===== src/rtl/otter_pkg.sv =====
// Shared encodings for the PC-next datapath: PC source select codes and trap FSM states.
package otter_pkg;

    typedef enum logic [2:0] {
        SRC_SEQ    = 3'b000,
        SRC_JALR   = 3'b001,
        SRC_BRANCH = 3'b010,
        SRC_JAL    = 3'b011,
        SRC_MTVEC  = 3'b100,
        SRC_MEPC   = 3'b101
    } pc_src_t;

    typedef enum logic {
        ST_IDLE    = 1'b0,
        ST_PENDING = 1'b1
    } trap_state_t;

    // Only control-transfer targets computed by the core can be misaligned.
    function automatic logic is_checked_src(input logic [2:0] src);
        return (src == SRC_JALR) || (src == SRC_BRANCH) || (src == SRC_JAL);
    endfunction

endpackage


===== src/rtl/pc_src_mux.sv =====
// Combinational next-PC target selection; reserved source codes fall back to PC+4.
module pc_src_mux
    import otter_pkg::*;
#(
    parameter int XLEN = 32
) (
    input  logic [2:0]      sel,
    input  logic [XLEN-1:0] pc_plus4,
    input  logic [XLEN-1:0] jalr,
    input  logic [XLEN-1:0] branch,
    input  logic [XLEN-1:0] jal,
    input  logic [XLEN-1:0] mtvec,
    input  logic [XLEN-1:0] mepc,
    output logic [XLEN-1:0] target
);

    always_comb begin
        target = pc_plus4;
        case (sel)
            SRC_SEQ:    target = pc_plus4;
            SRC_JALR:   target = {jalr[XLEN-1:1], 1'b0};
            SRC_BRANCH: target = branch;
            SRC_JAL:    target = jal;
            SRC_MTVEC:  target = mtvec;
            SRC_MEPC:   target = mepc;
            default:    target = pc_plus4;
        endcase
    end

endmodule


===== src/rtl/pc_next_unit.sv =====
// PC register with target selection, interrupt capture FSM and misaligned-target trapping.
module pc_next_unit
    import otter_pkg::*;
#(
    parameter int              XLEN      = 32,
    parameter logic [XLEN-1:0] RESET_VEC = '0
) (
    input  logic            CLK,
    input  logic            RST_N,
    input  logic            PC_WRITE,
    input  logic [2:0]      PC_SOURCE,
    input  logic [XLEN-1:0] JALR,
    input  logic [XLEN-1:0] BRANCH,
    input  logic [XLEN-1:0] JAL,
    input  logic [XLEN-1:0] MTVEC,
    input  logic [XLEN-1:0] MEPC,
    input  logic            TRAP_REQ,
    output logic [XLEN-1:0] PC,
    output logic [XLEN-1:0] PC_PLUS4,
    output logic            TRAP_ACK,
    output logic [XLEN-1:0] TRAP_EPC,
    output logic            MISALIGN,
    output logic            FSM_STATE
);

    // TRAP_REQ may be a level or a one-cycle pulse; it is remembered across stalls
    // and acknowledged exactly once by a TRAP_ACK pulse on the advancing cycle.
    trap_state_t     state, state_next;
    logic [XLEN-1:0] pc_q, epc_q, target;
    logic            ack_q, mis_q;
    logic            trap_take, mis_take;

    assign PC        = pc_q;
    assign PC_PLUS4  = pc_q + XLEN'(4);
    assign TRAP_ACK  = ack_q;
    assign TRAP_EPC  = epc_q;
    assign MISALIGN  = mis_q;
    assign FSM_STATE = (state == ST_PENDING);

    pc_src_mux #(.XLEN(XLEN)) u_mux (
        .sel      (PC_SOURCE),
        .pc_plus4 (PC_PLUS4),
        .jalr     (JALR),
        .branch   (BRANCH),
        .jal      (JAL),
        .mtvec    (MTVEC),
        .mepc     (MEPC),
        .target   (target)
    );

    always_comb begin
        state_next = state;
        trap_take  = 1'b0;
        mis_take   = 1'b0;
        if (PC_WRITE) begin
            trap_take  = (state == ST_PENDING) || TRAP_REQ;
            mis_take   = is_checked_src(PC_SOURCE) && target[1];
            state_next = ST_IDLE;
        end else if (TRAP_REQ) begin
            state_next = ST_PENDING;
        end
    end

    always_ff @(posedge CLK or negedge RST_N) begin
        if (!RST_N) begin
            state <= ST_IDLE;
        end else begin
            state <= state_next;
        end
    end

    // An interrupt coinciding with a bad target returns to the faulting PC,
    // so the bad jump is re-executed after the handler and traps then.
    always_ff @(posedge CLK or negedge RST_N) begin
        if (!RST_N) begin
            pc_q  <= RESET_VEC;
            epc_q <= '0;
            ack_q <= 1'b0;
            mis_q <= 1'b0;
        end else begin
            ack_q <= 1'b0;
            mis_q <= 1'b0;
            if (trap_take) begin
                pc_q  <= MTVEC;
                epc_q <= mis_take ? pc_q : target;
                ack_q <= 1'b1;
            end else if (mis_take) begin
                pc_q  <= MTVEC;
                epc_q <= pc_q;
                mis_q <= 1'b1;
            end else if (PC_WRITE) begin
                pc_q <= target;
            end
        end
    end

endmodule

===== config.mk =====
export PLATFORM = sky130hd
export DESIGN_NAME = pc_next_unit
export DESIGN_NICKNAME = d
export VERILOG_FILES = /design/src/rtl/otter_pkg.sv /design/src/rtl/pc_src_mux.sv /design/src/rtl/pc_next_unit.sv
export SDC_FILE = /design/constraint.sdc
export NUM_CORES = 1
export LEC_CHECK = 0
export CAP_MARGIN = 30
export CORE_MARGIN = 1.5
export CORE_UTILIZATION = 30
export CTS_CLUSTER_SIZE = 12
export DETAILED_ROUTE_END_ITERATION = 10
export HOLD_SLACK_MARGIN = 0.12
export PLACE_DENSITY_LB_ADDON = 0.3
export SETUP_SLACK_MARGIN = 0.4
export SLEW_MARGIN = 10
export SYNTH_ARGS = -nofsm -noshare
export SYNTH_HDL_FRONTEND = slang
export SYNTH_HIERARCHICAL = 1
export SYNTH_SLANG_ARGS = --single-unit

===== constraint.sdc =====
create_clock -name CLK -period 3.2 [get_ports CLK]
set_input_delay 0.48 -clock CLK [delete_from_list [all_inputs] [get_ports CLK]]
set_output_delay 0.48 -clock CLK [all_outputs]
set_load 0.05 [all_outputs]

## Word level (Yosys, flattened, before mapping)

Cells that the tools add are included.

| storage, ports and cells | value |
|---|---|
| register bits after elaboration | 67 |
| bits of input ports | 167 |
| output and inout port bits | 99 |
| word-level logic and storage cells | 32 |

| operators by class | value |
|---|---|
| add/subtract/negate cells | 1 |
| eq/ne operators | 5 |
| muxes and demuxes | 14 |
| reduce and logical (&&, ||, !) cells | 7 |

Operator list:

| kind | count |
|---|---|
| $mux W32 | 6 |
| $pmux W32 S5 | 1 |
| $add A32 B3 Y32 const B | 1 |
| $mux W1 | 7 |
| $eq A3 B2 Y1 const B | 2 |
| $eq A3 B3 Y1 const B | 2 |
| $reduce_bool A2 Y1 | 2 |
| $eq A3 B1 Y1 const B | 1 |
| $logic_or A1 B1 Y1 | 3 |
| $reduce_bool A3 Y1 | 1 |
| $logic_and A1 B1 Y1 | 1 |

## Depth between registers and ports, before layout

| depth | value |
|---|---|
| depth in word-level cells | 7 |
| gate-level depth with buffers | 12 |
| depth with buffers taken out | 11 |

## Cells and area by module

The synthesis kept the hierarchy.

By module, submodules not included:

| module | times used | cells each | area an instance (um2) | sequential area each (um2) |
|---|---|---|---|---|
| pc_next_unit | 1 | 368 | 3585.9 | 1676.6 |
| pc_src_mux | 1 | 276 | 1785.5 | 0.0 |

## Worst setup path after synthesis

OpenSTA, ideal clock, no wires.

| path | value |
|---|---|
| path type | flip-flop to flip-flop |
| start point | register pc_q[2] (netlist: PC[2]) |
| end point | register epc_q[18] (netlist: TRAP_EPC[18]) |
| library setup time | 0.083 ns |
| arrival | 3.262 ns |
| data required time | 3.117 ns |
| setup slack | -0.145 ns |
| stages on the path, launching flop included | 12 |
| path buffers | 0 |
| clock period less this slack | 3.345 ns |
| path through | dfrtp_1 -> ha_1 -> nand3_1 -> nor3_2 -> nand3_1 -> xnor2_1 -> nor3b_1 -> a21oi_1 -> nor2_1 -> a311o_1 -> mux2i_1 -> o21ai_0 |

| on the way | value |
|---|---|
| cells in the longest elaborated chain, start to end | 4 |

Ends and longest elaborated chain:

| element | line | text |
|---|---|---|
| from (decl) | pc_next_unit.sv:29 | `logic [XLEN-1:0] pc_q, epc_q, target;` |
| from (signal assigned) | pc_next_unit.sv:92 | `pc_q <= target;` |
| $add A32 B3 Y32 | pc_next_unit.sv:34 | `assign PC_PLUS4 = pc_q + XLEN'(4);` |
| via PC_PLUS4[18] | pc_next_unit.sv:19 | `output logic [XLEN-1:0] PC_PLUS4,` |
| $pmux W32 S5 | pc_src_mux.sv:19 | `case (sel)` |
| via target[18] | pc_next_unit.sv:29 |  |
| $mux W32 | pc_next_unit.sv:85 | `epc_q <= mis_take ? pc_q : target;` |
| $mux W32 | pc_next_unit.sv:83 | `if (trap_take) begin` |
| to (signal assigned) | pc_next_unit.sv:85 |  |
| to (signal assigned) | pc_next_unit.sv:89 | `epc_q <= pc_q;` |
| to (decl) | pc_next_unit.sv:29 |  |

The timed path passes the listed nets, and every way through them passes these cells.
A chain may end at the register's enable or synchronous reset.

## Worst setup path in the final report

| path | value |
|---|---|
| start point | register pc_q[20] (netlist: PC[20]) |
| end point | output PC_PLUS4[25] |

| on the way | value |
|---|---|
| cells in the longest elaborated chain, start to end | 1 |

Ends and longest elaborated chain:

| element | line |
|---|---|
| $add A32 B3 Y32 | pc_next_unit.sv:34 |
| to (decl) | pc_next_unit.sv:19 |

No other way between the ends.

==> flow_summary.ini <==
[status]
run_status = finished, final reports clean

[grt]
grt_first_pass_wirelength_mm = 32.88
grt_max_degree = 68
grt-ovfl-total = 0
number_of_global_route_vias_before_repair = 5592
use_met3_pct = 6.037
met2_usage_pct = 41.23
antenna_violations_before_repair = 0
grt_busiest_layer = met2
track_usage_pct = 23.65
use_met1_pct = 28.85

[synth]
postSynth.asyncResetShare_pct = 100.0
synth_area_um2 = 5371
postSynthNetCount = 812
ys_dominant_reg_cell = sky130_fd_sc_hd__dfrtp_1
proportion_of_synthesized_chip_area_in_sequential_cells_pct = 31.21
synth-seq-cells = 67
number_of_enable_flip_flop_cells_after_synthesis = 0
synth.avg_cell_area_um2 = 8.341
synth_top_area_share_pct = 31.21
synthDominantAreaCellType = sky130_fd_sc_hd__dfrtp_1
synthesis.instances = 644
synthTopCellsByArea = sky130_fd_sc_hd__dfrtp_1 31%, sky130_fd_sc_hd__mux2i_1 12%, sky130_fd_sc_hd__a21oi_1 4.2%
ys_types = 45
yosys_warning_total = 6

[final_layout]
antenna-diode-count = 0
final_layout_size_suffix_gt1_share_pct = 13.03
flow.area_growth_from_synthesis_pct = 67.09
mostFrequentLayoutCell = sky130_fd_sc_hd__clkdlybuf4s50_1
most-common-layout-cells = 233 x sky130_fd_sc_hd__clkdlybuf4s50_1, 64 x sky130_fd_sc_hd__mux2i_1, 54 x sky130_fd_sc_hd__dfrtp_1
fin_util_pct = 51.53
design.final.nets = 1061

[flow_run]
max_cap_viol_count = 0

[timing]
finalWorstPathRequiredPeriod_ns = 2.711
max_freq_mhz = 368.9
worst_pin_slew_ns = 0.6605
grt_setup_unrepaired = true
post-route-period-util_pct = 84.70
setup_tns_final_ns = 0
hold_viol_final = 0
hold_ws_ns = 0.5729
slew_headroom_pct = 55.92
setup_viol = 0
slew_viol_final = 0
fin_ws_ns = 0.4895
clock-skew-final_ns = 0.007822

[clock_tree]
tritoncts_num_sinks = 67
clkLatencyLatePin_ns = 0.34
tritoncts.num_buffers = 9
clkSlewWorstSetupHoldPaths_ns = 0.06
clk_root_buffer_cell = sky130_fd_sc_hd__clkbuf_16
clk_path_buf_depth = 2
ctsHtreeMaxLevel = 3
tritoncts = done

[pwr]
internal-power_mw = 2.571
pwr-share-comb_pct = 53.4
sw_power_mw = 2.061
switching_share_pct = 44.50
sequentialPowerShare_pct = 26.3
vdd_ir_drop_max_v = 0.0002731
pwr-share-clk_pct = 20.3
power.static_leakage_nw = 3.781
power_mw = 4.632
power.density_cell_area_nw_per_um2 = 516.1

[die]
die_w_um = 136.8
design.portCount = 266
initial_core_utilization_pct = 30.84
core-area_um2 = 17420
fp-row-count = 48
die_area_um2 = 18720
chipHeight_um = 136.8

[critical_path]
setup.worst_path.class = reg -> out
critPathRequiredTime_ns = 2.72
worst_setup_path_end_kind = primary output
critPathArrivalTime_ns = 2.23
timing.rr.end = PC[18]
timing.critical_path.from_type = flop
cp_max_fo = 7
depth_of_the_most_critical_reg_to_reg_path = 12
critical_path.reg2reg.startpoint = PC[2]
timing.reg2reg.setup_slack_ns = 0.67

[min_path]
whs_path_depth = 2
hold_path_sink = TRAP_EPC[21]
hold_path_class = reg -> reg
hold_path.startpoint = TRAP_EPC[21]

[placement]
placement.io_buffers = 264
dp_hpwl_mm = 16.57
minimum_setup_slack_after_placement_ns = 0.3276
gp_congestion = 0.8170

[drt]
ant_nets = 0
detailroute.via_count = 5859
via_per_inst = 5.217
drt_first_pass_iters = 5
post_drt_wl_per_cell_um = 20.04
wl_mm = 22.50
drt_iter0_drc = 285
drc = 0
[flip-flops by register name, summed over array words and instances (netlist names)]
signal / count
TRAP_ACK: 1
MISALIGN: 1
PC: 32
TRAP_EPC: 32
FSM_STATE: 1
[repair_timing]
action / 4_1_cts / 5_1_grt
endpoints found under the setup margin: 19 / 13
gates resized for setup: 11 / 10
hold endpoints to repair: 0 / 23
setup buffers: 2 / 4
hold buffers: 0 / 1
pin swaps: 1 / 4
[critical path, stage by stage, from the launching register on]
cell                      delay, ns
sky130_fd_sc_hd__dfrtp_1       0.50
sky130_fd_sc_hd__nand4_1       0.20
sky130_fd_sc_hd__nor4_4        0.38
sky130_fd_sc_hd__buf_4         0.22
sky130_fd_sc_hd__nand4_1       0.17
sky130_fd_sc_hd__xnor2_2       0.25
sky130_fd_sc_hd__buf_12        0.17
[cell type report]
class,instances,area (um^2)
Clock buffer,14,264.0
Clock inverter,2,10.01
Fill cell,1682,8442
Inverter,12,45.04
Multi-Input combinational cell,508,3555
Sequential cell,67,1693
Tap cell,225,281.5
Timing Repair Buffer,295,3127
[worst max-delay path by stage]
stage | from | slack (ns) | endpoint
finish | PC[20] | 0.49 | PC_PLUS4[25]
CTS | PC[2] | 0.39 | PC_PLUS4[22]
global route | PC[8] | 0.39 | PC_PLUS4[16]
global placement | MTVEC[1] | 0.34 | PC[28]
detailed placement | MTVEC[1] | 0.33 | PC[28]
floorplan | PC[5] | 0.40 | TRAP_EPC[15]
[metrics by stage]
step                      std cells  cell area [um^2]
after global routing           1123              8975
after floorplan                 644              5518
after global placement         1099              8567
after CTS                      1117              8876
after detailed placement       1099              8567
final                          1123              8975
[power groups by stage]
stage               logic [mW]  clock network, mW  registers, mW
global route              2.59               1.01           1.24
detailed placement        2.47                  0           1.22
floorplan                0.880                  0           1.79
global placement          2.47                  0           1.22
finish                    2.47              0.940           1.22
CTS                       2.47              0.965           1.21
[cell usage after synthesis (2+ instances only)]
master	n
sky130_fd_sc_hd__o21bai_1	9
sky130_fd_sc_hd__a22o_1	9
sky130_fd_sc_hd__buf_4	10
sky130_fd_sc_hd__nor4_1	3
sky130_fd_sc_hd__nand4_1	8
sky130_fd_sc_hd__a21oi_1	45
sky130_fd_sc_hd__nand2_1	51
sky130_fd_sc_hd__a222oi_1	21
sky130_fd_sc_hd__a22oi_1	22
sky130_fd_sc_hd__inv_1	12
sky130_fd_sc_hd__xor2_1	7
sky130_fd_sc_hd__and3_1	4
sky130_fd_sc_hd__a31oi_1	9
sky130_fd_sc_hd__a21o_1	21
sky130_fd_sc_hd__mux2i_1	64
sky130_fd_sc_hd__nand3_1	11
sky130_fd_sc_hd__o21ai_1	28
sky130_fd_sc_hd__nand3_2	3
sky130_fd_sc_hd__nor2_1	53
sky130_fd_sc_hd__clkbuf_1	20
sky130_fd_sc_hd__buf_1	2
sky130_fd_sc_hd__mux2_2	2
sky130_fd_sc_hd__nand3b_1	2
sky130_fd_sc_hd__buf_2	20
sky130_fd_sc_hd__nand2b_1	22
sky130_fd_sc_hd__o21a_1	22
sky130_fd_sc_hd__o21ai_0	36
sky130_fd_sc_hd__xnor2_1	21
sky130_fd_sc_hd__dfrtp_1	67
sky130_fd_sc_hd__buf_6	4
sky130_fd_sc_hd__nor3_1	3
sky130_fd_sc_hd__nor2b_1	20
[cell families after synthesis]
| group | share of synthesized area, % |
|---|---|
| AO/OA/AOI/OAI | 27.44 |
| AND/OR/NAND/NOR | 17.63 |
| buffers and inverters | 6.569 |
| flip-flops | 31.21 |
| multiplexers | 12.35 |
| XOR/XNOR | 4.566 |
| adder cells (fa/ha/maj) | 0.2329 |
[per-layer routing]
metal	up-vias	wire length (um)
met5	-	0
li1	2851	-
met2	256	10740
met4	0	320
met1	2735	9328
met3	17	2111
Note: power is estimated with default switching activity, not from simulation.
==> variant (same settings) <==
Make the reset (`RST_N`) synchronous in 2 clocked blocks.
--- a/src/rtl/pc_next_unit.sv
+++ b/src/rtl/pc_next_unit.sv
@@ -61,7 +61,7 @@
         end
     end
 
-    always_ff @(posedge CLK or negedge RST_N) begin
+    always_ff @(posedge CLK) begin
         if (!RST_N) begin
             state <= ST_IDLE;
         end else begin
@@ -71,7 +71,7 @@
 
     // An interrupt coinciding with a bad target returns to the faulting PC,
     // so the bad jump is re-executed after the handler and traps then.
-    always_ff @(posedge CLK or negedge RST_N) begin
+    always_ff @(posedge CLK) begin
         if (!RST_N) begin
             pc_q  <= RESET_VEC;
             epc_q <= '0;
Behaviour: differs if RST_N is asserted again (counterexample within 4 cycles, from zero or initial values and one cycle with RST_N low); with RST_N held inactive, the same outputs for 4 cycles.
==> variant against the original RTL <==
Sequential cell count is the same. Synthesized area shrank 2.7%. Non-clock buffer count grew 3. Worst setup slack lost 0.042 ns. Sequential share of layout area shrank 3.0 points. Synthesized cell count grew 12%. Power shrank 26%. Register-to-register slack lost 0.12 ns. Clock skew shrank 0.00069 ns. Sequential power shrank 18%. Cell area shrank 5.2%. Wire length grew 6.4%. Combinational power shrank 42%. Highest routed layer unchanged.
==> variant: results (changes against the original RTL) <==
avgSynthCellArea_um2: 7.25  # -13%
grt_max_degree: 67  # -1.5%
grt_pass1_wl_um: 35700  # +8.6%
dp_cells: 1171  # +6.6%
ys.flop_type: "dfxtp_1"
syn_nets: 889  # +9.5%
gp_congestion: 0.902  # +10%
status: "completed"
clock_skew_ns: 0.00713  # -0.000687 ns
met1_usage_pct: 29.4  # +0.57 points
viasPerCell: 5.52  # +5.9%
yosys-top-cells-count: "nand2_1, dfxtp_1, nor2_1"
vias: 6569  # +12%
synthArstFlopShare_pct: 0  # -100 points
pre_cts_slack_ns: 0.319  # -0.00852 ns
ir_drop_v: 0.000285  # +4.2%
netlist_top_cells_area: "dfxtp_1, nand2_1, a311oi_1"
grt_pass1_vias: 6333  # +13%
drive_gt1_share_pct: 12.8  # -0.27 points
min_from: "TRAP_EPC[6]$_SDFFE_PN0P_"
yosysSeqAreaShare_pct: 25.7  # -5.6 points
worstPathArrival_ns: 2.27  # +0.04 ns
met2_usage_pct: 45.7  # +4.5 points
finalWirelength_um: 23900  # +6.4%
drtIter0Drc: 544  # +91%
use_met3_pct: 7.73  # +1.7 points
worstMarginPinSlew_ns: 0.627  # -0.0332 ns
power.leakage_nw: 3.39  # -10%
swShare_pct: 39.0  # -5.5 points
final_nets: 1127  # +6.2%
hpwl_um: 18100  # +8.9%
r2r_start: "PC[3]$_SDFFE_PN0P_"
crit_fanout: 8  # +1
## variant: final timing paths
check,to,slack [ns],cells after the start
setup / recovery,PC_PLUS4[16],0.45,5
hold / removal,TRAP_EPC[6]$_SDFFE_PN0P_,0.48,2
setup reg to reg,TRAP_EPC[18]$_SDFFE_PN0P_,0.55,11
hold reg to reg,TRAP_EPC[6]$_SDFFE_PN0P_,0.48,2
## variant: critical path, stage by stage, from the launching register on
cell	delay, ns
dfxtp_1	0.45
and4_1	0.26
and2_2	0.31
nand4_1	0.19
xnor2_2	0.18
clkdlybuf4s15_1	0.54
## variant: metrics by stage
step,total power [mW],hold slack (ns)
2_1_floorplan,1.83,0.618
3_3_place_gp,2.43,0.468
3_5_place_dp,2.44,0.473
4_1_cts,3.44,0.487
5_1_grt,3.57,0.498
6_report,3.43,0.482
## variant: layer usage
layer	vias up	part of all wire [%]
met5	-	0
met3	44	9.2
met2	313	49
met1	3100	38
met4	0	3.1
li1	3112	-
## variant: power groups by stage
stage          sequential [mW]  clock [mW]  combinational [mW]
5_1_grt                   1.00        1.05                1.51
4_1_cts                  0.994        1.02                1.43
6_report                 0.996       0.999                1.43
2_1_floorplan             1.25           0               0.584
3_3_place_gp              1.01           0                1.42
3_5_place_dp              1.01           0                1.43
## variant: logic make-up after synthesis
family / Yosys count / synth area share [%]
buf+inv: 83 / 7.87
compound gates: 258 / 34.4
fa+ha+maj: 1 / 0.239
xor+xnor: 28 / 4.69
flops: 67 / 25.7
simple gates: 275 / 25.3
mux: 9 / 1.77
## variant: layout make-up
type | instances | area, um2
Fill cell | 1730 | 8670
Tap cell | 225 | 282
Multi-Input combinational cell | 571 | 3660
Clock buffer | 9 | 225
Timing Repair Buffer | 298 | 2870
Inverter | 12 | 45.0
Sequential cell | 67 | 1350
Clock inverter | 7 | 68.8
## variant: repair_timing
| action | in CTS | in global routing |
|---|---|---|
| gates cloned | 0 | 0 |
| resized for setup | 21 | 14 |
| pin swaps | 2 | 3 |
| buffers inserted | 1 | 0 |
| endpoints found under the setup margin | 13 | 19 |
